<file path="src/rtl/frs_message_queue.sv">
// FRS Message queue: buffers received FRS Messages for the FRS Queuing capability,
// presents the oldest entry as the queue register and raises received/overflow set pulses.
module frs_message_queue #(
  parameter int DEPTH     = 8,
  parameter int FUNC_ID_W = 16,
  parameter int REASON_W  = 4
) (
  input  logic                 clk,
  input  logic                 rst_n,
  input  logic                 link_dl_down,
  input  logic                 msg_valid,
  input  logic [FUNC_ID_W-1:0] msg_func_id,
  input  logic [REASON_W-1:0]  msg_reason,
  input  logic                 sw_dequeue,
  output logic [31:0]          queue_reg,
  output logic [11:0]          queue_depth,
  output logic [11:0]          queue_max_depth,
  output logic                 queue_empty,
  output logic                 queue_full,
  output logic                 frs_message_received_set,
  output logic                 frs_message_overflow_set
);

  localparam int PW = (DEPTH > 1) ? $clog2(DEPTH) : 1;
  localparam int CW = $clog2(DEPTH + 1);
  localparam int EW = FUNC_ID_W + REASON_W;
  localparam logic [CW-1:0] FULL_CNT = CW'(DEPTH);
  localparam logic [PW-1:0] LAST_PTR = PW'(DEPTH - 1);

  logic [EW-1:0] mem [DEPTH];
  logic [PW-1:0] wr_ptr_q, wr_ptr_d, rd_ptr_q, rd_ptr_d;
  logic [CW-1:0] count_q, count_d;
  logic [EW-1:0] head_q, head_d;
  logic          rcv_q, ovf_q;
  logic          enq, deq, ovf;
  logic [EW-1:0] new_entry;

  function automatic logic [PW-1:0] ptr_inc(input logic [PW-1:0] p);
    return (p == LAST_PTR) ? '0 : p + PW'(1);
  endfunction

  assign new_entry = {msg_reason, msg_func_id};

  // A same-cycle dequeue frees the slot, so a full queue still accepts the message.
  assign deq = !link_dl_down && sw_dequeue && (count_q != '0);
  assign enq = !link_dl_down && msg_valid && ((count_q != FULL_CNT) || deq);
  assign ovf = !link_dl_down && msg_valid && (count_q == FULL_CNT) && !deq;

  always_comb begin
    wr_ptr_d = wr_ptr_q;
    rd_ptr_d = rd_ptr_q;
    count_d  = count_q;
    head_d   = head_q;
    if (link_dl_down) begin
      wr_ptr_d = '0;
      rd_ptr_d = '0;
      count_d  = '0;
      head_d   = '0;
    end else begin
      if (enq) wr_ptr_d = ptr_inc(wr_ptr_q);
      if (deq) rd_ptr_d = ptr_inc(rd_ptr_q);
      if (enq && !deq) count_d = count_q + CW'(1);
      if (deq && !enq) count_d = count_q - CW'(1);
      // New head may be the slot being written this cycle, which memory does not hold yet.
      if (count_d == '0)                   head_d = '0;
      else if (enq && rd_ptr_d == wr_ptr_q) head_d = new_entry;
      else                                  head_d = mem[rd_ptr_d];
    end
  end

  always_ff @(posedge clk) begin
    if (enq) mem[wr_ptr_q] <= new_entry;
  end

  always_ff @(posedge clk or negedge rst_n) begin
    if (!rst_n) begin
      wr_ptr_q <= '0;
      rd_ptr_q <= '0;
      count_q  <= '0;
      head_q   <= '0;
      rcv_q    <= 1'b0;
      ovf_q    <= 1'b0;
    end else begin
      wr_ptr_q <= wr_ptr_d;
      rd_ptr_q <= rd_ptr_d;
      count_q  <= count_d;
      head_q   <= head_d;
      rcv_q    <= enq;
      ovf_q    <= ovf;
    end
  end

  assign queue_reg                = 32'(head_q);
  assign queue_depth              = 12'(count_q);
  assign queue_max_depth          = 12'(DEPTH);
  assign queue_empty              = (count_q == '0);
  assign queue_full               = (count_q == FULL_CNT);
  assign frs_message_received_set = rcv_q;
  assign frs_message_overflow_set = ovf_q;

endmodule
</file>
<file path="config.mk">
export PLATFORM = sky130hd
export DESIGN_NAME = frs_message_queue
export DESIGN_NICKNAME = d
export VERILOG_FILES = /design/src/rtl/frs_message_queue.sv
export SDC_FILE = /design/constraint.sdc
export NUM_CORES = 1
export LEC_CHECK = 0
export BUFFER_PORTS_ARGS = -buffer_cell sky130_fd_sc_hd__buf_2
export CAP_MARGIN = 15
export CORE_ASPECT_RATIO = 1.4
export CORE_MARGIN = 2
export CORE_UTILIZATION = 60
export DETAILED_ROUTE_END_ITERATION = 7
export HOLD_SLACK_MARGIN = 0.05
export PLACE_DENSITY = 0.89
export SLEW_MARGIN = 30
export SYNTH_ARGS = -nofsm -noshare
export SYNTH_HDL_FRONTEND = slang
export SYNTH_SLANG_ARGS = --single-unit
</file>
<file path="constraint.sdc">
create_clock -name clk -period 6.3 [get_ports clk]
set_input_delay 1.26 -clock clk [delete_from_list [all_inputs] [get_ports clk]]
set_output_delay 1.26 -clock clk [all_outputs]
set_load 0.05 [all_outputs]
</file>
==> results.py, run 1 <==
metrics = {
    "global_route": {
        "grt_pass1_wl_um": 34500,
        "grt_max_degree": 61,
        "overflow": 0,
        "antenna_found_initial": 1,
        "grt_pass1_vias": 6415,
        "grt_use_total_pct": 29.5,
    },
    "timing": {
        "timing.final.crit_share_pct": 59.3,
        "finalMaxSlewViolations": 0,
        "setup_viol": 0,
        "fin_worst_skew_ps": 9.10,
        "postLayoutSetupSlackWorst_ps": 2560,
        "hold_viol_final": 0,
        "fin_crit_ps": 3740,
        "fmax_mhz": 268,
        "max_slew_margin_pct": 35.4,
        "rsz0062_at_grt": "no",
        "final.setup.tns_ps": 0,
        "worst_slew_pin_slew_ps": 967,
    },
    "clock_tree": {
        "clk_path_buf_depth": 2,
        "ctsResizeCount": 0,
        "path_clk_slew_ps": 70,
        "cts.sinks": 192,
        "cts_hold_buf": 0,
        "htreeDepth": 4,
        "cts_buffers": 17,
        "post_cts_buffers": 0,
        "cts-root-buf": "clkbuf_16",
        "cts_tree": "built",
        "clk_latency_ps": 430,
    },
    "pwr": {
        "peakVddDrop_mv": 0.238,
        "leakagePower_nw": 3.52,
        "power.density_nw_per_um2": 319,
    },
    "floorplanning": {
        "initial_core_util_pct": 61.6,
        "fp.dieW_um": 105,
        "die_h_um": 145,
        "boundaryPins": 85,
        "coreArea_um2": 13900,
        "die-area_um2": 15300,
        "rows": 51,
    },
    "critical_path": {
        "critPathRequiredTime_ps": 6620,
        "start_kind": "primary input",
        "path_delay_family": "simple AND/OR/NAND/NOR gates",
        "path_cells": "buf_2 -> and3b_1 -> nand2_1 -> nand2_1 -> buf_4 -> o21ai_0 -> a221o_1 -> a311oi_1",
        "endpoint_kind": "flip-flop",
        "crit_path_max_incr_delay_ps": 540,
        "slowest_stage": "nand2_1",
        "path_buf_inv": 2,
        "critical_path_class": "primary input to flip-flop",
        "crit_fanout": 33,
        "crit_arrival_ps": 4050,
        "cp_common_cell": "nand2_1",
    },
    "placement": {
        "dp_slack_ps": 2200,
        "post-place-cells": 871,
        "place_congestion": 0.817,
        "dpl.hpwl_um": 12200,
        "io_buffers": 52,
        "placed_area_um2": 8880,
    },
    "detailed_routing": {
        "viasPerCell": 6.88,
        "routed_wl_um": 22200,
        "post-route-drc-count": 0,
        "vias": 6215,
        "ant_nets": 0,
        "wl_per_cell_um": 24.5,
        "firstDrtPassIters": 6,
        "drt_iter0_drc": 912,
    },
    "synth": {
        "ys.flop_type": "edfxtp_1",
        "async_flop_share_pct": 16.7,
        "ys_types": 54,
        "synth-edff-count": 160,
        "ys_seq_area_share_pct": 65.4,
        "avgSynthCellArea_um2": 12.7,
        "synth_area_um2": 8570,
        "ys_ff_latch": 192,
        "ys_warn_count": 0,
        "syn_inst": 672,
    },
    "finish": {
        "multi_input_area_um2": 2630,
        "fillCellCount": 875,
        "instances_no_fill": 904,
        "finalNetCount": 737,
        "fin_area_um2": 9530,
        "area_delta_synth_final_pct": 11.3,
        "seq_area_um2": 5610,
        "layout-drive-gt1-share_pct": 16.9,
    },
    "status": {
        "outcome": "complete, no violations",
    },
    "run": {
        "maxCapViolations": 0,
    },
    "hold_path": {
        "min_path_type": "flip-flop to flip-flop",
    },
}
## power breakdown
part	internal (W)	switching [W]	leakage, nW
clock	0.000707	0.000468	0.310
combinational	0.000101	0.000328	1.33
sequential	0.00142	0.0000214	1.88
total	0.00222	0.000817	3.52
## worst min-delay path, cell delays in order (launching register included)
cell,delay [ps]
dfrtp_1,480
nand2_1,90
a21oi_1,60
## area by class of cell
type,count,share of cell area [%]
Sequential cell,192,58.8
Multi-Input combinational cell,419,27.6
Clock buffer,19,4.54
Timing Repair Buffer,69,4.07
Tap cell,185,2.43
Clock inverter,13,2.21
Inverter,6,0.289
Antenna cell,1,0.0263
## metrics by stage
stage,hold WS [ps],utilization [%],power (W)
6_report,664,68.5,0.00304
3_3_place_gp,613,63.8,0.00186
3_5_place_dp,629,63.8,0.00188
4_1_cts,636,68.4,0.00303
2_1_floorplan,559,-,0.00177
5_1_grt,699,68.5,0.00311
## per-layer routing
metal	routed length, µm	GRT usage [%]
met1	7360	35.8
met2	10900	48.0
met3	2600	6.72
met4	1310	18.1
met5	0	0
## cells in the mapped netlist, drive strengths merged, types with 2 or more instances
cell,instances,area share (%)
edfxtp,160,56
nand2,53,2.3
nor3,47,2.7
clkbuf,43,1.9
o21ai,43,2.6
buf,42,3.6
dfrtp,32,9.3
a21oi,30,1.8
and3,22,1.6
a311oi,20,2.1
nor2,20,0.96
o21bai,20,1.8
or3,20,1.5
a211o,19,1.9
a221o,19,2.2
nand4b,19,1.9
ha,7,1.0
nand3,6,0.35
inv,5,0.22
nand2b,5,0.37
and2,4,0.29
nor2b,4,0.29
a21boi,2,0.22
and3b,2,0.20
conb,2,0.088
mux2i,2,0.23
nor3b,2,0.18
o22ai,2,0.15
or3b,2,0.23
xnor2,2,0.20
## placed cells by master (no fill, tap or decap), types with 19 or more instances in the layout
cell      instances
edfxtp_1        160
nand2_1          52
buf_2            52
nor3_1           45
o21ai_0          39
conb_1           32
dfrtp_1          32
a21oi_1          29
and3_1           22
or3_1            20
o21bai_1         20
a221o_1          19
a211o_1          19
nand4b_1         19
a311oi_1         19
## flip-flops by register name (all words and copies together) (netlist names)
name / count
mem: 160
head_q: 20
count_q: 4
rd_ptr_q: 3
wr_ptr_q: 3
frs_message_overflow_set: 1
frs_message_received_set: 1
## worst paths after layout
path                               from     endpoint  slack [ps]  cells past startpoint
setup / recovery           link_dl_down   head_q[10]        2560                      8
hold reg to reg             rd_ptr_q[1]  rd_ptr_q[1]         660                      2
hold / removal              rd_ptr_q[1]  rd_ptr_q[1]         660                      2
setup reg to reg             count_q[0]   head_q[10]        2600                      9
min in group asynchronous         rst_n   head_q[13]         930                      1
max in group asynchronous         rst_n    head_q[3]        4830                      1
## cell families (layout without fill, tap and decap cells)
family	after synthesis	after routing	share of synthesized area (%)
flip-flops	192	192	65.4
XOR/XNOR	3	3	0.307
buffers and inverters	91	107	5.81
AND/OR/NAND/NOR	211	211	13.5
adder cells (fa/ha/maj)	7	7	1.02
AO/OA/AOI/OAI	163	163	13.5
other	2	33	0.0877
multiplexers	3	3	0.365
Power figures use the tool's default switching activity.
==> inputs of run 2 (changes only) <==
--- a/config.mk
+++ b/config.mk
@@ -5,14 +5,15 @@
 export SDC_FILE = /design/constraint.sdc
 export NUM_CORES = 1
 export LEC_CHECK = 0
+export ABC_AREA = 1
 export BUFFER_PORTS_ARGS = -buffer_cell sky130_fd_sc_hd__buf_2
 export CAP_MARGIN = 15
 export CORE_ASPECT_RATIO = 1.4
 export CORE_MARGIN = 2
-export CORE_UTILIZATION = 60
+export CORE_UTILIZATION = 59
 export DETAILED_ROUTE_END_ITERATION = 7
 export HOLD_SLACK_MARGIN = 0.05
-export PLACE_DENSITY = 0.89
+export PLACE_DENSITY = 0.88
 export SLEW_MARGIN = 30
 export SYNTH_ARGS = -nofsm -noshare
 export SYNTH_HDL_FRONTEND = slang
==> constraint.sdc (replaced) <==
create_clock -name clk -period 3.6 [get_ports clk]
set_input_delay 0.72 -clock clk [delete_from_list [all_inputs] [get_ports clk]]
set_output_delay 0.72 -clock clk [all_outputs]
set_load 0.05 [all_outputs]
==> results.py, run 2 <==
metrics = {
    "finish": {
        "largestRegisters": "mem x160, head_q x20, count_q x4",
        "finalNetCount": 930,
        "largest_register_ffs": 160,
        "final_util_pct": 65.8,
        "layout-drive-gt1-share_pct": 13.3,
        "mostFrequentLayoutCell": "nand2_1",
        "instances_no_fill": 1100,
        "fin_area_um2": 9460,
        "layout_common_cells": "nand2_1 (279), edfxtp_1 (160), nand3_1 (112)",
        "area_delta_synth_final_pct": 9.74,
        "antenna_cells": 0,
        "top_register": "mem",
    },
    "floorplanning": {
        "die_h_um": 147,
        "die-area_um2": 15600,
        "initial_core_util_pct": 60.0,
        "fp.dieW_um": 106,
        "coreArea_um2": 14400,
        "rows": 52,
        "boundaryPins": 85,
    },
    "synth": {
        "synth_area_um2": 8620,
        "yosysTopAreaCell": "edfxtp_1",
        "ys_seq_area_share_pct": 65.0,
        "avgSynthCellArea_um2": 10.1,
        "ys_top_cells_by_area": "edfxtp_1 (56%), nand2_1 (12%), dfrtp_1 (9.3%), nand3_1 (6.5%), nor2_1 (3.4%)",
        "synth.most_common_cell": "nand2_1",
        "syn_inst": 853,
        "synth_top_cell_area_share_pct": 55.7,
        "async_flop_share_pct": 16.7,
        "ys_types": 27,
        "synth-edff-count": 160,
        "synthTopCellsByCount": "nand2_1 (279), edfxtp_1 (160), nand3_1 (112)",
        "ys_warn_count": 0,
        "ys.flop_type": "edfxtp_1",
        "ys_ff_latch": 192,
    },
    "critical_path": {
        "start_kind": "flip-flop",
        "reg2reg_from": "count_q[0]",
        "critPathRequiredTime_ps": 3960,
        "rr_worst_depth": 13,
        "critical_path_class": "flip-flop to flip-flop",
        "crit_arrival_ps": 3150,
        "timing.rr.end": "head_q[13]",
        "reg2reg_slack_ps": 810,
        "crit_fanout": 35,
        "path_cells": "inv_1 -> ha_1 -> nand2_4 -> nand2_4 -> nand2_1 -> nand2_2 -> buf_4 -> nand2_1 -> nand3_1 -> nand3_1 -> nand2_1 -> nor2_1 -> nor2_1",
        "crit_path_max_incr_delay_ps": 550,
        "slowest_stage": "nand2_2",
        "cp_common_cell": "nand2_1",
        "endpoint_kind": "flip-flop",
    },
    "placement": {
        "io_buffers": 52,
        "placed_area_um2": 8900,
        "post-place-cells": 1068,
        "place_congestion": 0.875,
        "dpl.hpwl_um": 12800,
    },
    "timing": {
        "hold_viol_final": 0,
        "max_slew_margin_pct": 33.7,
        "rsz0062_at_grt": "no",
        "fin_crit_ps": 2790,
        "setup_viol": 0,
        "finalMaxSlewViolations": 0,
        "fin_worst_skew_ps": 8.91,
        "worst_slew_pin_slew_ps": 993,
        "fmax_mhz": 358,
        "final.setup.tns_ps": 0,
        "timing.final.crit_share_pct": 77.5,
    },
    "detailed_routing": {
        "drt_iter0_drc": 555,
        "post-route-drc-count": 0,
        "ant_nets": 0,
        "vias": 6160,
        "routed_wl_um": 20100,
        "wl_per_cell_um": 18.3,
        "viasPerCell": 5.60,
        "firstDrtPassIters": 5,
    },
    "pwr": {
        "power_w": 0.00493,
        "leakagePower_nw": 4.05,
        "power.density_nw_per_um2": 521,
        "peakVddDrop_mv": 0.404,
    },
    "clock_tree": {
        "htreeDepth": 4,
        "cts-root-buf": "clkbuf_16",
        "cts_buffers": 17,
        "clk_latency_ps": 430,
        "ctsResizeCount": 0,
        "path_clk_slew_ps": 70,
        "post_cts_buffers": 0,
        "cts_tree": "built",
        "cts.sinks": 192,
        "clk_path_buf_depth": 2,
        "cts_hold_buf": 0,
    },
    "global_route": {
        "antenna_found_initial": 0,
        "overflow": 0,
        "grt_use_total_pct": 26.8,
        "grt_max_degree": 82,
        "grt_pass1_vias": 6015,
        "grt_pass1_wl_um": 31000,
    },
    "run": {
        "maxCapViolations": 0,
    },
    "status": {
        "outcome": "complete, no violations",
    },
    "hold_path": {
        "min_path_type": "primary input to async pin",
    },
}
-- run 2: cell count changes after synthesis, moves of 36 or more --
cell	delta
clkbuf_1	-39
inv_1	+55
nand2_1	+226
nand3_1	+106
nor2_1	+58
nor3_1	-44
o21ai_0	-36
-- run 2: metrics by stage --
stage	hold slack (ps)	setup slack, ps
6_report	411	809
5_1_grt	463	601
4_1_cts	436	822
3_5_place_dp	626	634
3_3_place_gp	598	755
2_1_floorplan	424	776
-- run 2: worst max-delay path by stage --
stage / start / end / slack (ps) / depth (start not counted)
finish: count_q[0] / head_q[13] / 810 / 13
global route: count_q[0] / head_q[15] / 600 / 13
CTS: count_q[0] / head_q[13] / 820 / 13
detailed placement: link_dl_down / head_q[13] / 630 / 12
global placement: link_dl_down / head_q[13] / 750 / 12
floorplan: count_q[0] / mem[0][0] / 780 / 7
-- run 2: area by class of cell --
| class | instances | area [µm²] |
|---|---|---|
| inverter | 62 | 233 |
| timing repair buffer | 68 | 380 |
| multi-input combinational | 557 | 2450 |
| sequential | 192 | 5610 |
| clock buffer | 20 | 447 |
| clock inverter | 12 | 111 |
| fill | 1053 | 4920 |
| tap | 189 | 236 |
-- run 2: kinds of logic after synthesis --
family,synth area share (%)
xor+xnor,0.102
compound gates,1.64
other cells,0.0871
fa+ha+maj,1.02
buf+inv,8.13
flops,65.0
simple gates,24.0
-- run 2: worst max-delay path, delay by kind of cell (launching register included) --
kind	cells	cell delay (ps)
simple gates	10	1500
buf+inv	2	530
flops	1	420
fa+ha+maj	1	260
-- run 2: per-layer routing --
metal | vias to the layer above | track usage [%] | wire length, µm
met1 | 2883 | 28.9 | 6440
met3 | 86 | 5.46 | 1620
met4 | 0 | 18.4 | 1330
li1 | 2818 | - | -
met5 | - | 0 | 0
met2 | 373 | 46.9 | 10700
-- run 2: power by group --
| group | switching, W | internal (W) | total [W] |
|---|---|---|---|
| registers | 0.0000229 | 0.00246 | 0.00249 |
| logic | 0.000527 | 0.000140 | 0.000667 |
| clock network | 0.000800 | 0.000975 | 0.00178 |
| total | 0.00135 | 0.00358 | 0.00493 |
